$ cat src/rtl/cpu_pkg.sv
// Shared CPU definitions: register-index width, the zero register and the
// hazard sequencer state encoding.
package cpu_pkg;

  localparam int REG_W = 5;

  localparam logic [REG_W-1:0] ZERO_REG = 5'd0;

  localparam logic [1:0] ST_RUN      = 2'd0;
  localparam logic [1:0] ST_MEM_WAIT = 2'd1;
  localparam logic [1:0] ST_FAULT    = 2'd2;

  typedef enum logic [1:0] {
    HS_RUN      = ST_RUN,
    HS_MEM_WAIT = ST_MEM_WAIT,
    HS_FAULT    = ST_FAULT
  } hazard_state_t;

endpackage

$ cat src/rtl/load_use_detect.sv
// Combinational load-use comparator: the ID instruction reads a register that
// the load currently in EX has not yet written.
module load_use_detect
  import cpu_pkg::*;
(
  input  logic [REG_W-1:0] id_rs,
  input  logic [REG_W-1:0] id_rt,
  input  logic             id_uses_rs,
  input  logic             id_uses_rt,
  input  logic             ex_mem_read,
  input  logic [REG_W-1:0] ex_rt,
  output logic             load_use
);

  // A load targeting the zero register never produces a real dependency.
  assign load_use = ex_mem_read && (ex_rt != ZERO_REG) &&
                    ((id_uses_rs && (id_rs == ex_rt)) ||
                     (id_uses_rt && (id_rt == ex_rt)));

endmodule

$ cat src/rtl/hazard_sequencer.sv
// Central pipeline controller: stall, squash and memory-wait sequencing with a
// sticky timeout fault and a saturating stall-cycle counter.
module hazard_sequencer
  import cpu_pkg::*;
#(
  parameter int MEM_TIMEOUT = 64,
  parameter int CNT_W       = 16
) (
  input  logic             clk,
  input  logic             reset,
  input  logic [REG_W-1:0] id_rs,
  input  logic [REG_W-1:0] id_rt,
  input  logic             id_uses_rs,
  input  logic             id_uses_rt,
  input  logic             id_jump,
  input  logic             ex_mem_read,
  input  logic [REG_W-1:0] ex_rt,
  input  logic             ex_branch_taken,
  input  logic             mem_req,
  input  logic             mem_ready,
  output logic             pc_write,
  output logic             if_id_keep,
  output logic             if_id_flush,
  output logic             id_ex_keep,
  output logic             id_ex_flush,
  output logic             ex_mem_keep,
  output logic             mem_wb_flush,
  output logic             fault,
  output logic [1:0]       hazard_state,
  output logic [CNT_W-1:0] stall_count
);

  localparam logic [15:0]      WAIT_LAST = 16'(MEM_TIMEOUT - 1);
  localparam logic [CNT_W-1:0] CNT_MAX   = '1;
  localparam logic [CNT_W-1:0] CNT_ONE   = {{(CNT_W-1){1'b0}}, 1'b1};

  hazard_state_t state;
  logic [15:0]   wait_cnt;
  logic          load_use;
  logic          mem_stall;
  logic          freeze;

  load_use_detect u_load_use_detect (
    .id_rs       (id_rs),
    .id_rt       (id_rt),
    .id_uses_rs  (id_uses_rs),
    .id_uses_rt  (id_uses_rt),
    .ex_mem_read (ex_mem_read),
    .ex_rt       (ex_rt),
    .load_use    (load_use)
  );

  assign mem_stall    = mem_req && !mem_ready;
  assign freeze       = (state == HS_FAULT) || mem_stall;
  assign hazard_state = state;

  // Priority: freeze, taken branch, load-use bubble, jump squash, run.
  always_comb begin
    pc_write     = 1'b0;
    if_id_keep   = 1'b0;
    if_id_flush  = 1'b0;
    id_ex_keep   = 1'b0;
    id_ex_flush  = 1'b0;
    ex_mem_keep  = 1'b0;
    mem_wb_flush = 1'b0;
    if (!reset) begin
      if (freeze) begin
        if_id_keep   = 1'b1;
        id_ex_keep   = 1'b1;
        ex_mem_keep  = 1'b1;
        mem_wb_flush = 1'b1;
      end else if (ex_branch_taken) begin
        pc_write    = 1'b1;
        if_id_flush = 1'b1;
        id_ex_flush = 1'b1;
      end else if (load_use) begin
        if_id_keep  = 1'b1;
        id_ex_flush = 1'b1;
      end else if (id_jump) begin
        pc_write    = 1'b1;
        if_id_flush = 1'b1;
      end else begin
        pc_write = 1'b1;
      end
    end
  end

  // A dropped mem_req while waiting returns to RUN without faulting.
  always_ff @(posedge clk or posedge reset) begin
    if (reset) begin
      state    <= HS_RUN;
      wait_cnt <= 16'd0;
      fault    <= 1'b0;
    end else begin
      case (state)
        HS_RUN: begin
          if (mem_stall) begin
            state    <= HS_MEM_WAIT;
            wait_cnt <= 16'd1;
          end
        end
        HS_MEM_WAIT: begin
          if (!mem_stall) begin
            state    <= HS_RUN;
            wait_cnt <= 16'd0;
          end else if (wait_cnt == WAIT_LAST) begin
            state <= HS_FAULT;
            fault <= 1'b1;
          end else begin
            wait_cnt <= wait_cnt + 16'd1;
          end
        end
        HS_FAULT: begin
          state <= HS_FAULT;
          fault <= 1'b1;
        end
        default: begin
          state    <= HS_RUN;
          wait_cnt <= 16'd0;
        end
      endcase
    end
  end

  always_ff @(posedge clk or posedge reset) begin
    if (reset) begin
      stall_count <= '0;
    end else if (!pc_write && (stall_count != CNT_MAX)) begin
      stall_count <= stall_count + CNT_ONE;
    end
  end

endmodule

$ cat config.mk
export PLATFORM = sky130hd
export DESIGN_NAME = hazard_sequencer
export DESIGN_NICKNAME = d
export VERILOG_FILES = /design/src/rtl/cpu_pkg.sv /design/src/rtl/load_use_detect.sv /design/src/rtl/hazard_sequencer.sv
export SDC_FILE = /design/constraint.sdc
export NUM_CORES = 1
export LEC_CHECK = 0
export ABC_AREA = 0
export CAP_MARGIN = 20
export CELL_PAD_IN_SITES_DETAIL_PLACEMENT = 1
export CELL_PAD_IN_SITES_GLOBAL_PLACEMENT = 1
export CORE_ASPECT_RATIO = 1.2
export CORE_UTILIZATION = 33
export DETAILED_ROUTE_END_ITERATION = 8
export PLACE_DENSITY = 0.82
export RECOVER_POWER = 25
export SLEW_MARGIN = 20
export SYNTH_ARGS = -nofsm -noshare
export SYNTH_HDL_FRONTEND = slang
export SYNTH_SLANG_ARGS = --single-unit
$ cat constraint.sdc
create_clock -name clk -period 2.17 [get_ports clk]
set_input_delay 0.3255 -clock clk [delete_from_list [all_inputs] [get_ports clk]]
set_output_delay 0.3255 -clock clk [all_outputs]
set_load 0.02 [all_outputs]
# Word level (Yosys, flattened, before mapping)
# Index checks and enable logic that the tools add are counted.
# word_totals
latchBits,0
wordCells,63
romBits,0
ram_bits,0
reg_bits,35
memories,0
# classes
mul,0
addsub,2
n_div,0
bitwise_logic,1
shifts,0
order_cmp,0
n_reduce_logical,16
muxes,29
n_eq_ne,11
# ops
operator,n
16-bit two-way mux,3
16-bit case mux with 3 select lines,1
"16-bit by 1-bit adder with 16-bit output, second input constant",2
1-bit two-way mux,20
"16-bit by 6-bit == test with 1-bit output, second input constant",1
"16-bit inequality test, second input constant",1
5-bit == test,2
1-bit logical AND,6
2-bit two-way mux,3
"2-bit inequality test, second input constant",3
"3-bit inequality test, second input constant",2
2-bit case mux with 3 select lines,1
3-bit AND reduction,2
5-bit nonzero test,1
"2-bit by 1-bit == test with 1-bit output, second input constant",1
"2-bit == test, second input constant",1
1-bit zero test,2
2-bit zero test,1
1-bit logical OR,2
1-bit case mux with 2 select lines,1
2-bit AND reduction,1
2-bit nonzero test,1
1-bit inverter,1

# Depth between registers and ports, before layout
# Gate-level depths: netlist (run 1).
# depth
ltp_word,10
depth_mapped,7

# Hierarchy
# From an unflattened synthesis (run 1), not the netlist that was laid out.
# unflattened
cells_unflattened,216
area_unflattened_um2,2048.2
# modules_own_cells
module,seq_area_each_um2,cells_each,area_per_inst_um2,instances
hazard_sequencer,875.8,199,1914.3,1
load_use_detect,0.0,17,133.9,1

# Worst setup path after synthesis (run 1)
# No wires, ideal clock.
# synth_path
path_type,input-to-output
startpoint,in reset
endpoint,out if_id_flush
slack_ns,-0.190
arrival_ns,2.034
path_stages,5
n_path_buf,1
required_time_ns,1.845
cell_sequence,inv_1 > nand2_1 > a21oi_4 > buf_6 > o21a_1
# synth_between
elab_chain_len,1
# synth_lines
item,line,rtl
"start, declared",hazard_sequencer.sv:10,"input logic reset,"
1-bit two-way mux,hazard_sequencer.sv:66,if (!reset) begin
"end, declared",hazard_sequencer.sv:23,"output logic if_id_flush,"
# Every way passes these cells.

# Worst setup path in the final report (run 1)
# layout_path
startpoint,in ex_rt[0]
endpoint,out id_ex_flush
# layout_between
elab_chain_len,8
elab_cells_between_ends,12
classes_between,2 x eq/ne; 4 x mux; 6 x reduce/logical
# layout_lines
item,line,rtl
"start, declared",hazard_sequencer.sv:17,"input logic [REG_W-1:0] ex_rt,"
"5-bit == test, on equally long branches","load_use_detect.sv:17, load_use_detect.sv:18",
"1-bit logical AND, on equally long branches","load_use_detect.sv:17, load_use_detect.sv:18",
1-bit logical OR,load_use_detect.sv:17,((id_uses_rs && (id_rs == ex_rt)) ||
1-bit logical AND *,load_use_detect.sv:16,assign load_use = ex_mem_read && (ex_rt != ZERO_REG) &&
1-bit two-way mux *,hazard_sequencer.sv:76,end else if (load_use) begin
1-bit two-way mux *,hazard_sequencer.sv:72,end else if (ex_branch_taken) begin
1-bit two-way mux *,hazard_sequencer.sv:67,if (freeze) begin
1-bit two-way mux *,hazard_sequencer.sv:66,
"end, declared",hazard_sequencer.sv:25,"output logic id_ex_flush,"
# Every way passes the cells marked *; elsewhere a longest branch is shown, timed or not.

==> reports/metrics.json, run 1 <==
{
  "run_status": "complete, no violations",
  "max_freq_mhz": 463,
  "gpl.final_weighted_congestion": 0.766,
  "reg2regPathDepth": 7,
  "worst-endpoint-arrival_ns": 1.83,
  "cts_htree_levels": 2,
  "power_frac_seq_pct": 39.0,
  "mappedNetlistNets": 229,
  "grt.total_usage_pct": 18.4,
  "drt-initial-drc-count": 54,
  "slew_headroom_pct": 39.7,
  "combPwrFrac_pct": 34.1,
  "crit-reg2reg-capture": "stall_count[2]$_DFFE_PP0P_",
  "synth.yosys.warnings": 0,
  "net-switching-power_w": 0.000758,
  "timing.critical_path.fanout_max": 2,
  "grt_max_degree": 36,
  "synthDistinctLibCells": 40,
  "io_buffers": 49,
  "post_synth_inst_count": 203,
  "grt_antenna_before_repair": 0,
  "number_of_diodes_added_for_antenna_fixing": 0,
  "report.final.setup_viol": 0,
  "setup_total_negative_slack_ns": 0,
  "place_inst": 351,
  "dieArea_mm2": 0.00637,
  "commonest_non_fill_non_tap_cells_in_the_layout": "sky130_fd_sc_hd__dfrtp_1, sky130_fd_sc_hd__clkdlybuf4s50_1, sky130_fd_sc_hd__buf_4, sky130_fd_sc_hd__xor2_1, sky130_fd_sc_hd__nand2_1",
  "regToRegSetupSlack_ns": 0.26,
  "detail_route.vias_per_cell": 4.93,
  "mappedNetlistArea_mm2": 0.00200,
  "final.setup_skew_ns": 0.0118,
  "finalNetCount": 304,
  "worst_skew_pair.late_latency_ns": 0.29,
  "seq_area_frac_synth_pct": 43.9,
  "num_rows": 30,
  "timing_worst_setup_path_type": "in2out",
  "final_cell_count_no_fill": 359,
  "cts_num_sinks": 35,
  "fin_area_mm2": 0.00286,
  "hold_buffers": 0,
  "n_fill_cell": 656,
  "worst_ir_drop_vdd_uv": 621,
  "vias": 1769,
  "root_buffer": "sky130_fd_sc_hd__clkbuf_8",
  "worstMarginPinSlew_ns": 0.905,
  "fp.dieW_um": 73.0,
  "required_ns": 1.84,
  "layout_min_cycle_time_ns": 2.16,
  "dp_hpwl_um": 3950,
  "ios": 50,
  "clock_power_share_pct": 26.9,
  "report.final.slew_viol_count": 0,
  "critical_hold_path_startpoint": "stall_count[9]$_DFFE_PP0P_",
  "start_kind": "input pin",
  "ant_nets": 0,
  "first_pass_grt_wire_length_um": 8870,
  "fp.dieH_um": 87.2,
  "wl_per_cell_um": 15.1,
  "number_of_maximum_capacitance_constraint_violations": 0,
  "first_pass_iters": 4,
  "vias_in_the_first_global_route": 1889,
  "drc_errors": 0,
  "whs_endpoint": "stall_count[9]$_DFFE_PP0P_",
  "global_route.overflow_total": 0,
  "core_region_area_mm2": 0.00574,
  "syn-mean-instance-area_um2": 9.84,
  "hold_violations": 0,
  "crit-reg2reg-launch": "stall_count[7]$_DFFE_PP0P_",
  "routed_wl_um": 5410,
  "yosys_register_bits": 35,
  "placement.cell_area_mm2": 0.00273,
  "min_path_cells": 1,
  "internal_power_summed_over_all_cells_w": 0.00152,
  "class_of_the_tightest_hold_or_removal_check": "reg2reg",
  "cts_tree": "done",
  "fin_crit_sh_pct": 99.5,
  "cts.clk_slew.worst_paths_ns": 0.07,
  "power_density_mw_per_mm2": 796,
  "leak_pwr_nw": 1.31,
  "swShare_pct": 33.4,
  "drive_above_1_share_pct": 21.5,
  "floorplan.initialDensity_pct": 34.8,
  "post-cts-setup-buffer-count": 0,
  "numCtsBuffers": 5,
  "syn2layout_area_growth_pct": 43.0,
  "clockBufferDepth": 2,
  "fin_util_pct": 49.7,
  "critical_path.endpoint_type": "primary output"
}
## cell type report
cell class	instances	area [um2]	area share (%)
Clock buffer	6	82.6	2.89
Clock inverter	2	35.0	1.23
Inverter	4	18.8	0.657
Multi-Input combinational cell	158	1080	37.7
Sequential cell	35	876	30.7
Tap cell	80	100	3.50
Timing Repair Buffer	74	668	23.4
## worst max-delay path, stage by stage
cell	delay, ns
sky130_fd_sc_hd__dlygate4sd2_1	0.26
sky130_fd_sc_hd__or4_4	0.54
sky130_fd_sc_hd__o21ai_2	0.15
sky130_fd_sc_hd__and2b_2	0.25
sky130_fd_sc_hd__nor2_2	0.11
sky130_fd_sc_hd__nor2_1	0.05
sky130_fd_sc_hd__buf_4	0.16
## routing by layer
layer / global-route usage (%) / wire, um / vias to the layer above
met5: 0 / 0 / -
li1: - / - / 855
met4: 8.02 / 159 / 0
met2: 32.7 / 2900 / 33
met1: 20.9 / 2190 / 865
met3: 3.70 / 147 / 16
## power groups by stage
stage	logic, W	clock network (W)	registers (W)
2_1_floorplan	0.000268	0	0.00100
3_3_place_gp	0.000757	0	0.000892
3_5_place_dp	0.000770	0	0.000895
4_1_cts	0.000783	0.000628	0.000887
5_1_grt	0.000826	0.000663	0.000906
6_report	0.000775	0.000612	0.000887
## state kept, by name (all words and copies together) (netlist names)
register and cells:
hazard_state 2, wait_cnt 16, fault 1, stall_count 16
## per-stage QoR
step	total power [W]	setup WS [ns]	hold slack, ns
2_1_floorplan	0.00127	0.104	0.277
3_3_place_gp	0.00165	-0.563	0.480
3_5_place_dp	0.00167	-0.601	0.483
4_1_cts	0.00230	0.0103	0.499
5_1_grt	0.00239	-0.0231	0.519
6_report	0.00227	0.00990	0.493
## cell usage after synthesis (all sizes together)
master	count	area share [%]
o21a	1	0.38
nor4	5	1.6
xnor2	13	5.7
o22ai	1	0.31
or2	2	0.63
and4	3	1.3
ha	2	1.3
mux2	1	0.75
nand2	19	3.6
dfrtp	35	44
and2	2	0.63
or3	2	0.63
buf	4	1.6
a2bb2oi	1	0.44
o31ai	1	0.38
nor2b	1	0.31
or4	1	0.38
nand4	9	2.8
inv	4	0.75
nor3b	2	1.0
nor2	19	3.8
o211a	1	0.50
and3	5	1.6
o21ai	10	2.7
and2b	1	0.44
nor3	12	5.3
clkbuf	2	0.88
nor4b	2	0.88
xor2	24	11
nand3	13	3.3
a21oi	4	1.6
a21boi	1	0.38
## cell families after synthesis
family,count (synthesis),share of synthesized area (%)
compound gates,20,6.64
xor+xnor,37,16.2
fa+ha+maj,2,1.25
buf+inv,10,3.19
flops,35,43.9
mux,1,0.752
simple gates,98,28.1
## what timing repair did
item	4_1_cts	5_1_grt
gates cloned	0	0
setup endpoints to repair	9	8
gates resized for setup	23	8
pin swaps	3	6
## how the worst max path moves through the flow
stage | depth (start not counted) | start | slack (ns) | endpoint
2_1_floorplan | 6 | ex_rt[0] | 0.10 | if_id_flush
3_3_place_gp | 7 | ex_rt[0] | -0.56 | if_id_flush
3_5_place_dp | 7 | ex_rt[0] | -0.60 | if_id_flush
4_1_cts | 7 | ex_rt[0] | 0.01 | id_ex_flush
5_1_grt | 7 | ex_rt[0] | -0.02 | id_ex_flush
6_report | 7 | ex_rt[0] | 0.01 | id_ex_flush
Note: power is estimated with default switching activity, not from simulation.
==> run 2: changes to the inputs <==
Settings changed: CORE_UTILIZATION 33 to 40, DONT_BUFFER_PORTS set to 1, PLACE_DENSITY 0.82 to not set, PLACE_DENSITY_LB_ADDON set to 0.1, REMOVE_ABC_BUFFERS set to 1.
==> reports/metrics.json, run 2 (synthesis results as in run 1) <==
{
  "run_status": {"value": "complete, no violations", "change": "unchanged"},
  "dieArea": {"value": 0.00528, "unit": "mm2", "change": "was 0.00637 mm2"},
  "cts_tree": {"value": "done", "change": "unchanged"},
  "vias": {"value": 1574, "change": "was 1,769"},
  "holdWs": {"value": 0.212, "unit": "ns", "change": "was 0.493 ns"},
  "totalPowerFinal": {"value": 0.00193, "unit": "W", "change": "was 0.00227 W"},
  "layout.cells.most_common": "sky130_fd_sc_hd__dfrtp_1",
  "first_pass_grt_wire_length": {"value": 8180, "unit": "um", "change": "was 8870 um"},
  "class_of_the_tightest_hold_or_removal_check": {"value": "in2async", "change": "was reg2reg"},
  "grt_antenna_before_repair": {"value": 0, "change": "unchanged"},
  "worst_skew_pair.late_latency": {"value": 0.29, "unit": "ns", "change": "about the same"},
  "report.final.setup_viol": {"value": 0, "change": "unchanged"},
  "cpMaxStageDelayCell": {"value": "sky130_fd_sc_hd__dfrtp_2", "change": "was sky130_fd_sc_hd__or4_4"},
  "drc_errors": {"value": 0, "change": "unchanged"},
  "numCtsBuffers": {"value": 5, "change": "unchanged"},
  "worst_ir_drop_vdd": {"value": 436, "unit": "uV", "change": "was 621 uV"},
  "grt_setup_unrepaired": "false",
  "n_fill_cell": {"value": 551, "change": "was 656"},
  "crit_family": {"value": "flip-flops", "change": "was simple AND/OR/NAND/NOR gates"},
  "clockBufferDepth": {"value": 2, "change": "unchanged"},
  "cp_cell_sequence": {"value": "nor2b_1 -> a21oi_2 -> nand2_1 -> a21oi_4 -> buf_12 -> buf_4", "change": "was dlygate4sd2_1 -> or4_4 -> o21ai_2 -> and2b_2 -> nor2_2 -> nor2_1 -> buf_4"},
  "fp.dieH": {"value": 79.4, "unit": "um", "change": "was 87.2 um"},
  "post-route-worst-setup-slack": {"value": 0.125, "unit": "ns", "change": "was 0.00990 ns"},
  "detail_route.vias_per_cell": {"value": 5.62, "change": "was 4.93"},
  "power_density": {"value": 856, "unit": "mW/mm2", "change": "was 796 mW/mm2"},
  "grt_use_met3": {"value": 4.57, "unit": "%", "change": "was 3.70%"},
  "cts_htree_levels": {"value": 2, "change": "unchanged"},
  "max_freq": {"value": 489, "unit": "MHz", "change": "was 463 MHz"},
  "io_buffers": {"value": 0, "change": "was 49"},
  "first_pass_iters": {"value": 4, "change": "unchanged"},
  "groute.layer.met1.usage": {"value": 23.0, "unit": "%", "change": "was 20.9%"},
  "grt-busiest-layer": {"value": "met2", "change": "unchanged"},
  "vias_in_the_first_global_route": {"value": 1781, "change": "was 1,889"},
  "slew_headroom": {"value": 41.2, "unit": "%", "change": "was 39.7%"},
  "grtUsageMet2": {"value": 36.8, "unit": "%", "change": "was 32.7%"},
  "start_kind": {"value": "flip-flop", "change": "was input pin"},
  "dp_hpwl": {"value": 3570, "unit": "um", "change": "was 3950 um"},
  "timing.critical_path.fanout_max": {"value": 16, "change": "was 2"},
  "hold_violations": {"value": 0, "change": "unchanged"},
  "ant_nets": {"value": 0, "change": "unchanged"},
  "final.setup_skew": {"value": 0.00540, "unit": "ns", "change": "was 0.0118 ns"},
  "ios": {"value": 50, "change": "unchanged"},
  "commonest_non_fill_non_tap_cells_in_the_layout": {"value": "sky130_fd_sc_hd__dfrtp_1, sky130_fd_sc_hd__xor2_1, sky130_fd_sc_hd__nand2_1, sky130_fd_sc_hd__nor2_1, sky130_fd_sc_hd__buf_4", "change": "was sky130_fd_sc_hd__dfrtp_1, sky130_fd_sc_hd__clkdlybuf4s50_1, sky130_fd_sc_hd__buf_4, sky130_fd_sc_hd__xor2_1, sky130_fd_sc_hd__nand2_1"},
  "fin_crit_sh": {"value": 94.2, "unit": "%", "change": "was 99.5%"},
  "critical_path.endpoint_type": {"value": "primary output", "change": "unchanged"},
  "leak_pwr": {"value": 0.989, "unit": "nW", "change": "was 1.31 nW"},
  "setup_total_negative_slack": {"value": 0, "unit": "ns", "change": "unchanged"},
  "post-cts-setup-buffer-count": {"value": 0, "change": "unchanged"},
  "fp.dieW": {"value": 66.5, "unit": "um", "change": "was 73.0 um"},
  "required": {"value": 1.84, "unit": "ns", "change": "about the same"},
  "routed_wl": {"value": 4670, "unit": "um", "change": "was 5410 um"},
  "root_buffer": {"value": "sky130_fd_sc_hd__clkbuf_8", "change": "unchanged"},
  "gpl.final_weighted_congestion": {"value": 0.792, "change": "was 0.766"},
  "global_route.overflow_total": {"value": 0, "change": "unchanged"},
  "delay_of_the_slowest_cell_on_the_worst_path": {"value": 0.47, "unit": "ns", "change": "was 0.54 ns"},
  "drt-initial-drc-count": {"value": 46, "change": "was 54"},
  "worst-path-buf-inv": {"value": 2, "change": "unchanged"},
  "pre_cts_slack": {"value": 0.181, "unit": "ns", "change": "was -0.601 ns"},
  "num_rows": {"value": 27, "change": "was 30"},
  "layout_min_cycle_time": {"value": 2.05, "unit": "ns", "change": "was 2.16 ns"},
  "finalNetCount": {"value": 247, "change": "was 304"},
  "grt.total_usage": {"value": 20.4, "unit": "%", "change": "was 18.4%"},
  "cts_num_sinks": {"value": 35, "change": "unchanged"},
  "cts.clk_slew.worst_paths": {"value": 0.07, "unit": "ns", "change": "about the same"},
  "number_of_diodes_added_for_antenna_fixing": {"value": 0, "change": "unchanged"},
  "floorplan.initialDensity": {"value": 42.5, "unit": "%", "change": "was 34.8%"},
  "wl_per_cell": {"value": 16.7, "unit": "um", "change": "was 15.1 um"},
  "worstMarginPinSlew": {"value": 0.883, "unit": "ns", "change": "was 0.905 ns"},
  "timing_worst_setup_path_type": {"value": "reg2out", "change": "was in2out"},
  "syn2layout_area_growth": {"value": 12.6, "unit": "%", "change": "was 43.0%"},
  "report.final.slew_viol_count": {"value": 0, "change": "unchanged"},
  "core_region_area": {"value": 0.00470, "unit": "mm2", "change": "was 0.00574 mm2"},
  "worst-endpoint-arrival": {"value": 1.72, "unit": "ns", "change": "was 1.83 ns"},
  "drive_above_1_share": {"value": 20.7, "unit": "%", "change": "was 21.5%"},
  "grt_max_degree": {"value": 36, "change": "unchanged"},
  "number_of_maximum_capacitance_constraint_violations": {"value": 0, "change": "unchanged"}
}
## run 2: power by group
part / leakage, nW / switching [W] / total, W / internal (W)
Clock: 0.0477 / 0.000237 / 0.000456 / 0.000219
Combinational: 0.497 / 0.000330 / 0.000558 / 0.000228
Sequential: 0.444 / 0.000152 / 0.000911 / 0.000758
Total: 0.989 / 0.000719 / 0.00193 / 0.00121
## run 2: area by class of cell
type	count	area [um2]	share of cell area [%]
well taps	58	72.6	3.23
clock inverters	3	15.0	0.668
clock buffers	5	68.8	3.06
flip-flops and latches	35	878	39.1
inverters	4	15.0	0.668
repair buffers	17	138	6.12
multi-input cells	158	1060	47.2
## run 2: worst register-to-register path: cells and delay by family, from the launching register on
family | cells | cell delay [ns]
buf+inv | 2 | 0.29
flops | 1 | 0.48
simple gates | 4 | 0.96
xor+xnor | 1 | 0.20
## run 2: final timing paths
| path | start | to | slack (ns) | depth (start not counted) |
|---|---|---|---|---|
| worst min-delay path | reset | wait_cnt[4]$_DFFE_PP0P_ | 0.21 | 2 |
| worst min register to register | wait_cnt[4]$_DFFE_PP0P_ | wait_cnt[4]$_DFFE_PP0P_ | 0.53 | 2 |
| max in group asynchronous | reset | hazard_state[0]$_DFFE_PP0P_ | 1.36 | 2 |
| worst max register to register | stall_count[9]$_DFFE_PP0P_ | stall_count[15]$_DFFE_PP0P_ | 0.17 | 7 |
| min in group clk | mem_ready | wait_cnt[0]$_DFFE_PP0P_ | 0.25 | 3 |
| worst max-delay path | hazard_state[1]$_DFFE_PP0P_ | pc_write | 0.12 | 6 |
## run 2: timing repair
item                                   in CTS  in global routing
pin swaps                                   0                  0
hold buffers                                0                  0
setup endpoints to repair                   1                  2
endpoints found under the hold margin       0                  0
gates resized for setup                     1                  2
## run 2: per-stage QoR
stage,std cells,cell area (um2),util (%)
5_1_grt,280,2250,47.9
3_3_place_gp,272,2160,46.0
6_report,280,2250,47.9
4_1_cts,280,2250,47.8
2_1_floorplan,197,1950,-
3_5_place_dp,272,2160,46.0
## run 2: per-layer routing
layer,vias to the layer above,routed length [um]
met3,9,153
met2,27,2560
li1,742,-
met5,-,0
met1,796,1890
met4,0,78
